**src/rtl/ll_engine.sv**
```systemverilog
// Lunar-lander flight engine: BCD lander state, tick-divided physics update,
// keypad event handling and the FLY/PAUSED/LANDED/CRASHED state machine.
module ll_engine #(
    parameter int                  DIGITS    = 4,
    parameter int                  TICK_DIV  = 4,
    parameter logic [4*DIGITS-1:0] ALTITUDE  = 'h4500,
    parameter logic [4*DIGITS-1:0] VELOCITY  = 'h0,
    parameter logic [4*DIGITS-1:0] FUEL      = 'h800,
    parameter logic [3:0]          THRUST    = 4'h5,
    parameter logic [4*DIGITS-1:0] GRAVITY   = 'h5,
    parameter logic [4*DIGITS-1:0] CRASH_VEL = 'h30
) (
    input  logic                  clk,
    input  logic                  rst,
    input  logic                  keyvalid,
    input  logic [4:0]            keycode,
    output logic [4*DIGITS-1:0]   alt,
    output logic [4*DIGITS-1:0]   vel,
    output logic [4*DIGITS-1:0]   fuel,
    output logic [4*DIGITS-1:0]   thrust,
    output logic [4*DIGITS-1:0]   disp,
    output logic [1:0]            sel,
    output logic                  tick,
    output logic                  flying,
    output logic                  paused,
    output logic                  land,
    output logic                  crash
);

    localparam int W  = 4 * DIGITS;
    localparam int CW = (TICK_DIV > 1) ? $clog2(TICK_DIV) : 1;
    localparam logic [CW-1:0] CNT_LAST = CW'(TICK_DIV - 1);

    typedef enum logic [1:0] {FLY, PAUSED, LANDED, CRASHED} state_t;

    // Digit-wise BCD addition; the final carry is dropped (modulo 10^DIGITS).
    function automatic logic [W-1:0] bcdAdd(input logic [W-1:0] a, input logic [W-1:0] b);
        logic [W-1:0] r;
        logic [4:0]   s;
        logic         c;
        r = '0;
        c = 1'b0;
        for (int i = 0; i < DIGITS; i++) begin
            s = {1'b0, a[4*i +: 4]} + {1'b0, b[4*i +: 4]} + {4'b0, c};
            c = (s > 5'd9);
            if (c) s = s + 5'd6;
            r[4*i +: 4] = s[3:0];
        end
        return r;
    endfunction

    function automatic logic [W-1:0] bcdSub(input logic [W-1:0] a, input logic [W-1:0] b);
        logic [W-1:0] nines;
        nines = '0;
        for (int i = 0; i < DIGITS; i++) nines[4*i +: 4] = 4'd9 - b[4*i +: 4];
        return bcdAdd(a, bcdAdd(nines, W'(1)));
    endfunction

    function automatic logic isNeg(input logic [W-1:0] a);
        return a[W-1 -: 4] >= 4'd5;
    endfunction

    state_t        state_q, state_d;
    logic [CW-1:0] cnt_q, cnt_d;
    logic [W-1:0]  alt_q, alt_d, vel_q, vel_d, fuel_q, fuel_d;
    logic [3:0]    thrust_q, thrust_d;
    logic [1:0]    sel_q, sel_d;

    logic [W-1:0]  eff, altT, velT, fuelT, fuelClamp;
    logic          touchdown, safeLanding;

    assign eff         = (fuel_q == '0) ? '0 : W'(thrust_q);
    assign altT        = bcdAdd(alt_q, vel_q);
    assign velT        = bcdAdd(bcdSub(vel_q, GRAVITY), eff);
    assign fuelT       = bcdSub(fuel_q, W'(thrust_q));
    assign fuelClamp   = (fuel_q == '0 || isNeg(fuelT)) ? '0 : fuelT;
    assign touchdown   = isNeg(altT) || (altT == '0);
    assign safeLanding = !isNeg(bcdAdd(vel_q, CRASH_VEL));
    assign tick        = (state_q == FLY) && (cnt_q == CNT_LAST);

    always_ff @(posedge clk) begin
        if (rst) begin
            state_q  <= FLY;
            cnt_q    <= '0;
            alt_q    <= ALTITUDE;
            vel_q    <= VELOCITY;
            fuel_q   <= FUEL;
            thrust_q <= THRUST;
            sel_q    <= 2'd3;
        end else begin
            state_q  <= state_d;
            cnt_q    <= cnt_d;
            alt_q    <= alt_d;
            vel_q    <= vel_d;
            fuel_q   <= fuel_d;
            thrust_q <= thrust_d;
            sel_q    <= sel_d;
        end
    end

    always_comb begin
        state_d  = state_q;
        cnt_d    = cnt_q;
        alt_d    = alt_q;
        vel_d    = vel_q;
        fuel_d   = fuel_q;
        thrust_d = thrust_q;
        sel_d    = sel_q;

        if (state_q == FLY) cnt_d = tick ? '0 : cnt_q + 1'b1;

        if (tick) begin
            fuel_d = fuelClamp;
            if (touchdown) begin
                alt_d   = '0;
                vel_d   = '0;
                state_d = safeLanding ? LANDED : CRASHED;
            end else begin
                alt_d = altT;
                vel_d = velT;
            end
        end

        // A touchdown on the same edge as a pause key wins; the flight is over.
        if (keyvalid) begin
            if (keycode <= 5'd9 && (state_q == FLY || state_q == PAUSED))
                thrust_d = keycode[3:0];
            if (keycode[4:2] == 3'b100)
                sel_d = keycode[1:0];
            if (keycode == 5'd15) begin
                if (state_q == PAUSED)
                    state_d = FLY;
                else if (state_d == FLY)
                    state_d = PAUSED;
            end
        end
    end

    always_comb begin
        disp = alt_q;
        case (sel_q)
            2'd0:    disp = W'(thrust_q);
            2'd1:    disp = fuel_q;
            2'd2:    disp = vel_q;
            default: disp = alt_q;
        endcase
    end

    assign alt    = alt_q;
    assign vel    = vel_q;
    assign fuel   = fuel_q;
    assign thrust = W'(thrust_q);
    assign sel    = sel_q;
    assign flying = (state_q == FLY);
    assign paused = (state_q == PAUSED);
    assign land   = (state_q == LANDED);
    assign crash  = (state_q == CRASHED);

endmodule

```
**config.mk**
```make
export PLATFORM = sky130hd
export DESIGN_NAME = ll_engine
export DESIGN_NICKNAME = d
export VERILOG_FILES = /design/src/rtl/ll_engine.sv
export SDC_FILE = /design/constraint.sdc
export NUM_CORES = 1
export LEC_CHECK = 0
export ABC_AREA = 1
export CAP_MARGIN = 20
export CORE_MARGIN = 1.5
export CORE_UTILIZATION = 50
export CTS_CLUSTER_SIZE = 25
export DETAILED_ROUTE_END_ITERATION = 7
export PLACE_DENSITY = 0.75
export SLEW_MARGIN = 40
export SYNTH_ARGS = -nofsm -noshare
export SYNTH_HDL_FRONTEND = slang
export SYNTH_SLANG_ARGS = --single-unit
```
**constraint.sdc**
```tcl
create_clock -name clk -period 9.1 [get_ports clk]
set_clock_uncertainty 0.05 [all_clocks]
set_input_delay 1.82 -clock clk [delete_from_list [all_inputs] [get_ports clk]]
set_output_delay 1.82 -clock clk [all_outputs]
set_load 0.02 [all_outputs]
```
### Word-level counts from Yosys, hierarchy flattened

Cells that the tools add are included.

* add/subtract/negate cells: 59
* equal/unequal tests: 8
* shift-type cells: 0
* $mul: 0
* reduce and logical (&&, ||, !) cells: 12
* divide/modulo/power cells: 0
* $lt $le $gt $ge: 28
* muxes and demuxes: 34
* bitwise logic cells: 0

Operators with widths (count)
* 5-bit by 4-bit greater-than comparator with 1-bit output (second input constant): 23
* 4-bit 2-to-1 mux: 22
* 4-bit by 3-bit adder with 4-bit output (second input constant): 21
* 5-bit by 1-bit adder with 5-bit output: 13
* 16-bit 2-to-1 mux: 3
* 16-bit one-hot mux with 3 select lines: 1
* 4-bit by 4-bit adder with 5-bit output: 9
* 16-bit logical NOT: 2
* 4-bit by 1-bit adder with 5-bit output (second input constant): 4
* 4-bit by 1-bit adder with 5-bit output (first input constant): 3
* 4-bit by 4-bit adder with 5-bit output (second input constant): 3
* 2-bit 2-to-1 mux: 7
* 4-bit by 3-bit greater-or-equal comparator with 1-bit output (second input constant): 3
* 4-bit by 1-bit adder with 5-bit output: 2
* 2-bit == test (second input constant): 4
* 2-bit logical NOT: 3
* 4-bit by 2-bit adder with 5-bit output (second input constant): 1
* 4-bit by 3-bit adder with 5-bit output (second input constant): 1
* 5-bit by 4-bit == test with 1-bit output (second input constant): 1
* 5-bit by 4-bit less-or-equal comparator with 1-bit output (second input constant): 1
* 2-bit by 1-bit == test with 1-bit output (second input constant): 2
* 4-bit greater-than comparator (second input constant): 1
* 2-bit AND reduction: 2
* 4-bit subtractor (first input constant): 1
* other kinds (5): 8

* word-level logic and storage cells: 148
* bits in latches: 0
* memory bits (writable): 0
* input bits: 8
* bits in read-only memories: 0
* flip-flop bits (word level): 58
* memories kept: 0

### Longest topological paths before layout

* depth in word-level cells: 18
* mapped depth: 62

### Worst setup path before layout

Ideal clock, no wire load.

* path kind: register to register
* start: reg vel_q[0], in the netlist vel[0]
* end: reg vel_q[12], in the netlist vel[12]
* period minus slack after synthesis: 7.327 ns
* required time: 8.927 ns
* path buffers: 1
* setup slack: 1.773 ns
* cell stages (with the launch flop): 57
* arrival: 7.154 ns
* cells stage by stage: dfxtp_1 > ha_1 > inv_1 > fa_1 > nand2_1 > nand2_1 > ha_1 > inv_1 > a21oi_1 > a21oi_1 > nand2_2 > nand2_2 > inv_1 > fa_1 > inv_1 > fa_1 > inv_1 > ha_1 > [... 21 more ...] > fa_1 > inv_1 > ha_1 > nand2_1 > a21boi_1 > nand2_2 > nand2_1 > nand2_1 > nand2_2 > nor2_1 > nand2_1 > nor2_1 > nand2_1 > nand3_4 > inv_4 > buf_6 > nand3_1 > o21ai_1

* cells in the longest elaborated chain, start to end: 14

RTL lines
* start: declaration: line 65 `logic [W-1:0] alt_q, alt_d, vel_q, vel_d, fuel_q, fuel_d;`
* start signal: assignment: line 94 `vel_q <= vel_d;`
* 4-bit by 3-bit adder with 5-bit output: line 44 `s = {1'b0, a[4*i +: 4]} + {1'b0, b[4*i +: 4]} + {4'b0, c};`
* 5-bit by 4-bit greater-than comparator with 1-bit output: line 45 `c = (s > 5'd9);`
* 5-bit by 1-bit adder with 5-bit output: line 44
* 5-bit by 4-bit greater-than comparator with 1-bit output or 4-bit by 3-bit adder with 4-bit output (tied branches): line 45, 46
* 5-bit by 1-bit adder with 5-bit output or 4-bit 2-to-1 mux (tied branches): line 44, 46
* 5-bit by 4-bit greater-than comparator with 1-bit output, or another cell as far along: line 45
* 5-bit by 1-bit adder with 5-bit output or 4-bit 2-to-1 mux (tied branches): line 44, 46
* 4-bit by 3-bit adder with 4-bit output, or another cell as far along: line 46 `if (c) s = s + 5'd6;`
* 4-bit 2-to-1 mux or 5-bit by 1-bit adder with 5-bit output (tied branches): line 46, 44
* 4-bit by 1-bit adder with 5-bit output or 5-bit by 4-bit greater-than comparator with 1-bit output (tied branches): line 44, 45
* 5-bit by 1-bit adder with 5-bit output: line 44
* 4-bit by 3-bit adder with 4-bit output or 5-bit by 4-bit greater-than comparator with 1-bit output (tied branches): line 46, 45
* 4-bit 2-to-1 mux: line 46
* 16-bit 2-to-1 mux (*): line 114 `if (touchdown) begin`

Every way passes the cells marked *; elsewhere a longest branch is shown, timed or not.
A chain may end at the register's enable or synchronous reset.

### Worst setup path after layout

* start: reg vel_q[0], in the netlist vel[0]
* end: reg vel_q[11], in the netlist vel[11]

* cells in the longest elaborated chain, start to end: 12

RTL lines (line)
* 4-bit by 3-bit adder with 5-bit output or 4-bit by 4-bit adder with 5-bit output (tied branches): 44
* 5-bit by 4-bit greater-than comparator with 1-bit output: 45
* 5-bit by 1-bit adder with 5-bit output: 44
* 5-bit by 4-bit greater-than comparator with 1-bit output or 4-bit by 3-bit adder with 4-bit output (tied branches): 45, 46
* 5-bit by 1-bit adder with 5-bit output or 4-bit 2-to-1 mux (tied branches): 44, 46
* 4-bit by 3-bit adder with 4-bit output, or another cell as far along: 46
* 4-bit 2-to-1 mux or 5-bit by 1-bit adder with 5-bit output (tied branches): 46, 44
* 4-bit by 1-bit adder with 5-bit output, or another cell as far along: 44
* 5-bit by 1-bit adder with 5-bit output or 4-bit 2-to-1 mux (tied branches): 44, 46
* 4-bit by 3-bit adder with 4-bit output, or another cell as far along: 46
* 4-bit 2-to-1 mux or 1-bit logical OR (tied branches): 46, 77
* 16-bit 2-to-1 mux (*): 114

Marked as above.

==> flow_metrics.env <==
export IMPL_crit_path_frequent_cell="nand2_1"
export IMPL_multi_input_area_mm2=0.00435
export IMPL_drc=0
export IMPL_postRouteAntennaNets=0
export IMPL_cts_root_buffer="clkbuf_16"
export IMPL_avgRoutedWirePerCell_um=14.2
export IMPL_synth_top_area_cell="dfxtp_1"
export IMPL_fin_crit_ps=8230
export IMPL_core_area_mm2=0.0121
export IMPL_startpoint_type="flip-flop"
export IMPL_port_buffers=82
export IMPL_cp_top_family="adder cells"
export IMPL_critPathKind="reg2reg"
export IMPL_vias_per_cell=5.23
export IMPL_drv_cap=0
export IMPL_post_cts_buffers=0
export IMPL_initial_core_util_pct=51.7
export IMPL_antenna_found_initial=0
export IMPL_grt_max_degree=32
export IMPL_clock_fmax_mhz=121
export IMPL_io_pins=95
export IMPL_ys_flop_type="dfxtp_1"
export IMPL_cts_tree="yes"
export IMPL_setup_viol=0
export IMPL_nets=1109
export IMPL_rsz0062_at_grt="false"
export IMPL_relSlewSlack_pct=53.6
export IMPL_cts_sinks=58
export IMPL_cts_htree_levels=3
export IMPL_grt_pass1_wl_um=27400
export IMPL_ys_async_sr_fraction_pct=0
export IMPL_gr_usage_all_layers_pct=25.9
export IMPL_synth_top_area_share_pct=18.5
export IMPL_n_antenna_cell=0
export IMPL_critPathMaxFanout=16
export IMPL_hold_path_cell_count=2
export IMPL_path_clk_slew_ps=50
export IMPL_syn_inst=925
export IMPL_drt_initial_drc_count=459
export IMPL_syn_mean_instance_area_um2=6.77
export IMPL_outcome="finished, final reports clean"
export IMPL_cp_num_cells=54
export IMPL_crit_buf_inv=15
export IMPL_dieArea_mm2=0.0132
export IMPL_core_rowCount=40
export IMPL_ys_seq_elements=58
export IMPL_hp_class="reg2reg"
export IMPL_hold_buffers=0
export IMPL_area_delta_synth_final_pct=19.3
export IMPL_wl_um=16700
export IMPL_slew_violations=0
export IMPL_die_height_um=115
export IMPL_nFillCells=1121
export IMPL_dp_hpwl_um=13000
export IMPL_numCtsBuffers=9
export IMPL_drive_gt1_share_pct=6.93
export IMPL_synth_edf_count=0
export IMPL_drt_pass1_iterations=5
export IMPL_cts_resized_gates=0
export IMPL_ff2ff_path_depth=54
export IMPL_slowest_delay_ps=450
export IMPL_finalHoldViolCount=0
export IMPL_ys_types=53
export IMPL_clkLatencyLatePin_ps=340
export IMPL_syn_area_mm2=0.00626
export IMPL_min_period_over_period_pct=90.5
export IMPL_dieWidth_um=115
export IMPL_tns_ps=0
export IMPL_grt_overflow_total=0
export IMPL_clockBufferDepth=2
export IMPL_tightest_slew_ps=693
export IMPL_critPathCaptureType="flip-flop"
export IMPL_num_vias=6160
export IMPL_regArea_mm2=0.00116
export IMPL_cp_arrival_ps=8440
export IMPL_critPathRequiredTime_ps=9310
export IMPL_ys_warn_count=0
export IMPL_synth_seq_area_share_pct=18.5
export IMPL_place_congestion=0.882
export IMPL_grt_pass1_vias=5678
export IMPL_synth_area_leaders="dfxtp_1, ha_1, nand2_1, inv_1, nand3_1"
export IMPL_crit_slowest_cell="fa_1"
## placed cells by master (no fill, tap or decap), drive strengths merged, types with 14 or more instances in the layout
cell           count
inv              165
xor2              24
clkdlybuf4s50     82
ha                84
a21oi             43
nand2            237
dfxtp             58
o21ai             40
nor2              48
clkbuf            14
nand3            101
## stage by stage
step	hold slack [ps]	util [%]	std cells	setup slack, ps	instance area (µm²)
after CTS	435	61.7	1178	905	7470
after detailed placement	426	59.3	1162	952	7180
final	431	61.7	1178	866	7470
after global placement	425	59.3	1162	980	7180
after global routing	458	61.7	1178	75.0	7470
after floorplan	432	-	936	1770	6300
## cell usage after synthesis (2+ instances only)
cell      number
nand2_1      214
inv_1        157
nand3_1       96
ha_1          84
dfxtp_1       58
nor2_1        47
a21oi_1       40
o21ai_0       24
nand2_2       23
xor2_1        21
buf_4         15
o21ai_1       14
fa_1          12
o22ai_1       12
o221ai_1      11
nand3b_1      10
xnor2_1        8
inv_2          7
o211ai_1       6
buf_2          5
clkbuf_1       5
o31ai_1        5
nand3_2        4
nand4_1        4
o32ai_1        4
nor3_1         3
xor2_2         3
a211oi_1       2
a21boi_1       2
a21oi_2        2
a31o_2         2
clkinv_1       2
nor4_1         2
o21ai_2        2
## layer usage
layer  up-vias  track usage (%)  part of all wire [%]
met5         -                0                     0
met2       156             44.1                    46
met4         0             5.60                   1.4
li1       3161                -                     -
met3        26             4.96                   5.8
met1      2817             34.3                    47
## registers in the layout, indices dropped and copies added, names as in the netlist
signal,cells
cnt_q,2
fuel,16
alt,16
thrust_q,4
vel,16
state_q,2
sel,2
## area by class of cell
class,instances,share of cell area [%]
clock buffers,14,3.67
clock inverters,2,0.134
inverters,167,8.43
multi-input cells,685,58.2
flip-flops and latches,58,15.5
well taps,168,2.81
repair buffers,84,11.2
## cells by family after synthesis
group / synth area share (%)
AOI/OAI and AO/OA: 13.8
xor gates and xnor gates: 5.10
adders and majority gates: 20.6
buffers and inverters: 12.7
DFF: 18.5
muxes: 0.160
other: 0.0599
and+or+nand+nor: 29.0
## path summary, 6_finish.rpt
check / slack (ps) / startpoint / to
setup reg to reg: 870 / vel[0] / vel[11]
setup / recovery: 870 / vel[0] / vel[11]
hold reg to reg: 430 / alt[15] / alt[15]
hold / removal: 430 / alt[15] / alt[15]
## worst min-delay path: stages, from the launching register on
cell     delay, ps
dfxtp_1        330
inv_1           70
nor2_1          40
Power of run 1 is not shown: default switching activity piles up to over one toggle a cycle in this logic, so the estimate is an artifact.
